<file path="config.mk">
export PLATFORM = sky130hd
export DESIGN_NAME = sha256_round_ctrl
export DESIGN_NICKNAME = d
export VERILOG_FILES = /design/src/rtl/sha256_round_ctrl.sv
export SDC_FILE = /design/constraint.sdc
export NUM_CORES = 1
export LEC_CHECK = 0
export ABC_AREA = 1
export CORE_AREA = 4 4 41 43
export CTS_BUF_LIST = sky130_fd_sc_hd__clkbuf_2
export DETAILED_ROUTE_END_ITERATION = 8
export DIE_AREA = 0 0 45 47
export PLACE_DENSITY_LB_ADDON = 0.1
export REMOVE_ABC_BUFFERS = 1
export SYNTH_ARGS = -nofsm -noshare
export SYNTH_HDL_FRONTEND = slang
export SYNTH_SLANG_ARGS = --single-unit
</file>
<file path="constraint.sdc">
create_clock -name clk -period 1.8 [get_ports clk]
set_clock_uncertainty 0.05 [all_clocks]
set_input_delay 0.54 -clock clk [delete_from_list [all_inputs] [get_ports clk]]
set_output_delay 0.54 -clock clk [all_outputs]
set_load 0.1 [all_outputs]
</file>
<file path="src/rtl/sha256_round_ctrl.sv">
// SHA-256 compression sequencer: IV load, working-register init, 64 rounds and H accumulation
// for one 512-bit block, with valid/ready pacing of message words during rounds 0..15.
`timescale 1ns/1ps
module sha256_round_ctrl #(
  parameter int NUM_ROUNDS = 64,
  parameter int MSG_ROUNDS = 16
) (
  input  logic       clk,
  input  logic       rst,
  input  logic       start,
  input  logic       first_block,
  input  logic       msg_valid,
  output logic       msg_ready,
  output logic       iv_load,
  output logic       init,
  output logic       round_en,
  output logic [5:0] round,
  output logic       w_src,
  output logic       h_update,
  output logic       busy,
  output logic       done
);

  typedef enum logic [2:0] {
    S_IDLE    = 3'd0,
    S_LOAD_IV = 3'd1,
    S_INIT    = 3'd2,
    S_ROUND   = 3'd3,
    S_UPDATE  = 3'd4,
    S_DONE    = 3'd5
  } state_t;

  localparam logic [5:0] LAST_ROUND = 6'(NUM_ROUNDS - 1);
  localparam logic [5:0] MSG_LIMIT  = 6'(MSG_ROUNDS);

  state_t     state_r, state_s;
  logic [5:0] round_r, round_s;
  logic       first_r, first_s;
  logic       msg_phase_s;
  logic       step_s;

  // State, round counter and latched first_block registers
  always_ff @(posedge clk) begin
    if (rst) begin
      state_r <= S_IDLE;
      round_r <= 6'd0;
      first_r <= 1'b0;
    end else begin
      state_r <= state_s;
      round_r <= round_s;
      first_r <= first_s;
    end
  end

  // Next-state and round-advance logic; a round only advances once its word is available
  always_comb begin
    state_s     = state_r;
    round_s     = round_r;
    first_s     = first_r;
    step_s      = 1'b0;
    msg_phase_s = (round_r < MSG_LIMIT);
    case (state_r)
      S_IDLE: begin
        round_s = 6'd0;
        if (start) begin
          first_s = first_block;
          state_s = first_block ? S_LOAD_IV : S_INIT;
        end else begin
          state_s = S_IDLE;
        end
      end
      S_LOAD_IV: state_s = S_INIT;
      S_INIT: begin
        round_s = 6'd0;
        state_s = S_ROUND;
      end
      S_ROUND: begin
        step_s = !msg_phase_s || msg_valid;
        if (step_s) begin
          if (round_r == LAST_ROUND) begin
            round_s = 6'd0;
            state_s = S_UPDATE;
          end else begin
            round_s = round_r + 6'd1;
          end
        end else begin
          round_s = round_r;
        end
      end
      S_UPDATE: state_s = S_DONE;
      S_DONE:   state_s = S_IDLE;
      default: begin
        state_s = S_IDLE;
        round_s = 6'd0;
      end
    endcase
  end

  // Output decode from the registered state; round_en alone also depends on msg_valid
  always_comb begin
    iv_load   = 1'b0;
    init      = 1'b0;
    round_en  = 1'b0;
    msg_ready = 1'b0;
    w_src     = 1'b0;
    h_update  = 1'b0;
    done      = 1'b0;
    busy      = (state_r != S_IDLE);
    round     = round_r;
    case (state_r)
      S_LOAD_IV: iv_load = 1'b1;
      S_INIT:    init    = 1'b1;
      S_ROUND: begin
        round_en  = step_s;
        msg_ready = msg_phase_s;
        w_src     = msg_phase_s;
      end
      S_UPDATE:  h_update = 1'b1;
      S_DONE:    done     = 1'b1;
      default:   iv_load  = 1'b0;
    endcase
  end

endmodule

</file>
==> metrics.cfg <==
[run_status]
status=finished with violations
failed_checks=negative setup slack

[clock_tree]
cts.sinks=9
cts_tree=yes
hold_buffers=0
cts_buffers=3
clkTransAtPathRegs_ps=100
clk_latency_ps=240
clockBufferDepth=2
clk_root_buffer_cell=clkbuf_2
htree_levels=1

[power_and_ir_drop]
leakage_nw=0.454
p_comb_share_pct=58.1
p_sw_mw=0.449
power_frac_seq_pct=27.4
intPower_mw=0.460
p_per_area_mw_per_mm2=915
pwr-share-clk_pct=14.5
finalPower_mw=0.909
peakVddDrop_mv=0.921
swShare_pct=49.4

[floorplan]
dieArea_sq_mm=0.00212
die_w_um=45
core-area_sq_mm=0.00130
start_util_pct=43.1
std_cell_rows=13
fp.dieH_um=47
io_pins=19

[global_routing]
antenna_found_initial=0
overflow=0
track_usage_pct=16.0
grt_pass1_vias=600
grt_max_degree=8
grt_pass1_wl_mm=2.48

[setup_path]
cp_data_arrival_time_ps=1220
r2r-end=round[0]
cp.required_ps=1210
worstPathMaxFanout=6
worstSetupEndpointType=primary output
reg2reg_depth=8
reg2reg_slack_ps=350
r2r_start=round[1]
criticalPathCategory=register to primary output
crit_path_start_kind=register

[detailed_routing]
drc=0
vias=678
ant_nets=0
viasPerCell=5.06
dr.first_iter.drc_count=24
wire_per_inst_um=11.5
drt-total-wl_mm=1.54
dr.pass1.iters=4

[logic_synthesis]
async_flop_share_pct=0
ys_top_cells_by_area=dfxtp_1, nand2_1, nor2_1, inv_1, a21oi_1
syn_area_sq_um=561
syn-instance-count=90
yosysSeqAreaShare_pct=32.1
synth_top_area_cell=dfxtp_1
synth-main-ff-cell=dfxtp_1
ys_warn_count=0
synth-compound-area-share_pct=12.1
ys_seq_elements=9
synth.distinct_cells=20
yosys-top-cells-count=nand2_1, nor2_1, inv_1
muxShareOfSynthArea_pct=0
synth_xor_area_share_pct=0
yosysMostFrequentCell=nand2_1
netlist.area_leader.share_pct=32.1
synth_edf_count=0
synth_fa_ha_area_share_pct=2.23
synth.avg_cell_area_sq_um=6.23
yosys.area_share.simple_pct=41.7
synth_top_family_by_area=simple AND/OR/NAND/NOR gates

[placed_design]
dp_hpwl_mm=1.11
gp_congestion=0.847
postPlaceCellArea_sq_um=922
portBuffers=18
post-place-cells=126

[timing]
hold_viol=0
timing.final.crit_share_pct=100
tns_ps=-10.9
maxSlewHeadroom_pct=79.7
worst_pin_slew_ps=305
rsz0062_at_grt=true
finalSetupViolCount=2
fmaxAchievable_mhz=554
finalCriticalPeriod_ps=1810
slew_viol_final=0
layout_setup_ws_ps=-5.64

[layout]
drive_above_1_share_pct=35.3
nNetsFinal=126
area_growth_pct=77.2
diodes=0
fin_area_sq_um=993
instances_no_fill=134

[run]
cap_violations=0

[min_path]
hold_depth=2
min_to=round[4]
min-delay-start=round[4]
hold_class=register to register

-- routing by layer --
layer / track usage (%) / up-vias / share of wire (%)
li1: - / 344 / -
met1: 19.4 / 309 / 44
met2: 28.0 / 21 / 48
met3: 2.68 / 4 / 6.3
met4: 7.02 / 0 / 1.6
met5: 0 / - / 0
-- kinds of logic after synthesis --
logic type | count (synthesis)
DFF | 9
buffers and inverters | 16
and+or+nand+nor | 52
AOI/OAI and AO/OA | 12
adders and majority gates | 1
-- cells in the final DEF, fill, tap and decap left out, drive strengths merged --
| master | instances |
|---|---|
| nand3b | 1 |
| clkdlybuf4s15 | 1 |
| nand4 | 3 |
| a21oi | 7 |
| clkbuf | 4 |
| nor3 | 2 |
| clkdlybuf4s50 | 3 |
| a31oi | 1 |
| o21ai | 3 |
| buf | 22 |
| o21a | 1 |
| nor2 | 11 |
| ha | 1 |
| nand2 | 29 |
| inv | 15 |
| nand3 | 6 |
| dfxtp | 9 |
-- final cells by class --
| cell class | instances | area [sq um] |
|---|---|---|
| well taps | 15 | 18.8 |
| clock buffers | 4 | 20.0 |
| inverters | 15 | 58.8 |
| multi-input cells | 65 | 319 |
| repair buffers | 26 | 380 |
| fillers | 96 | 308 |
| flip-flops and latches | 9 | 196 |
-- worst max-delay path: stages, from the launching register on --
cell and delay [ps]:
dfxtp_4 400, nand3_4 120, nor3_2 120, buf_4 160, buf_12 170
-- power groups by stage --
stage / registers, mW / logic, mW / clock network (mW)
finish: 0.249 / 0.528 / 0.132
global route: 0.253 / 0.551 / 0.145
CTS: 0.250 / 0.521 / 0.135
detailed placement: 0.251 / 0.513 / 0
global placement: 0.251 / 0.506 / 0
floorplan: 0.295 / 0.281 / 0
-- through the flow --
step / util [%] / hold WS, ps / worst slack [ps]
CTS: 74.7 / 482 / 1.95
global placement: 70.9 / 480 / -207
floorplan: - / 559 / -3660
global route: 76.3 / 502 / -68.4
finish: 76.3 / 482 / -5.64
detailed placement: 70.9 / 495 / -225
-- registers in the layout, summed over array words and instances (netlist names) --
name and count:
round 6, state_r 3
-- worst max-delay path by stage --
stage | cells after the start | startpoint | to | slack (ps)
finish | 4 | state_r[0] | w_src | -6
global route | 5 | state_r[2] | w_src | -70
global placement | 5 | msg_valid | round_en | -210
floorplan | 1 | round[4] | msg_ready | -3660
detailed placement | 5 | msg_valid | round_en | -230
CTS | 5 | state_r[2] | w_src | 2
-- timing repair --
item,in CTS,in global routing
cloned,0,0
pin swaps,1,0
setup endpoints to repair,6,4
buffers inserted,2,2
resized for setup,10,3
No activity file was read; power rests on OpenSTA's default activity.
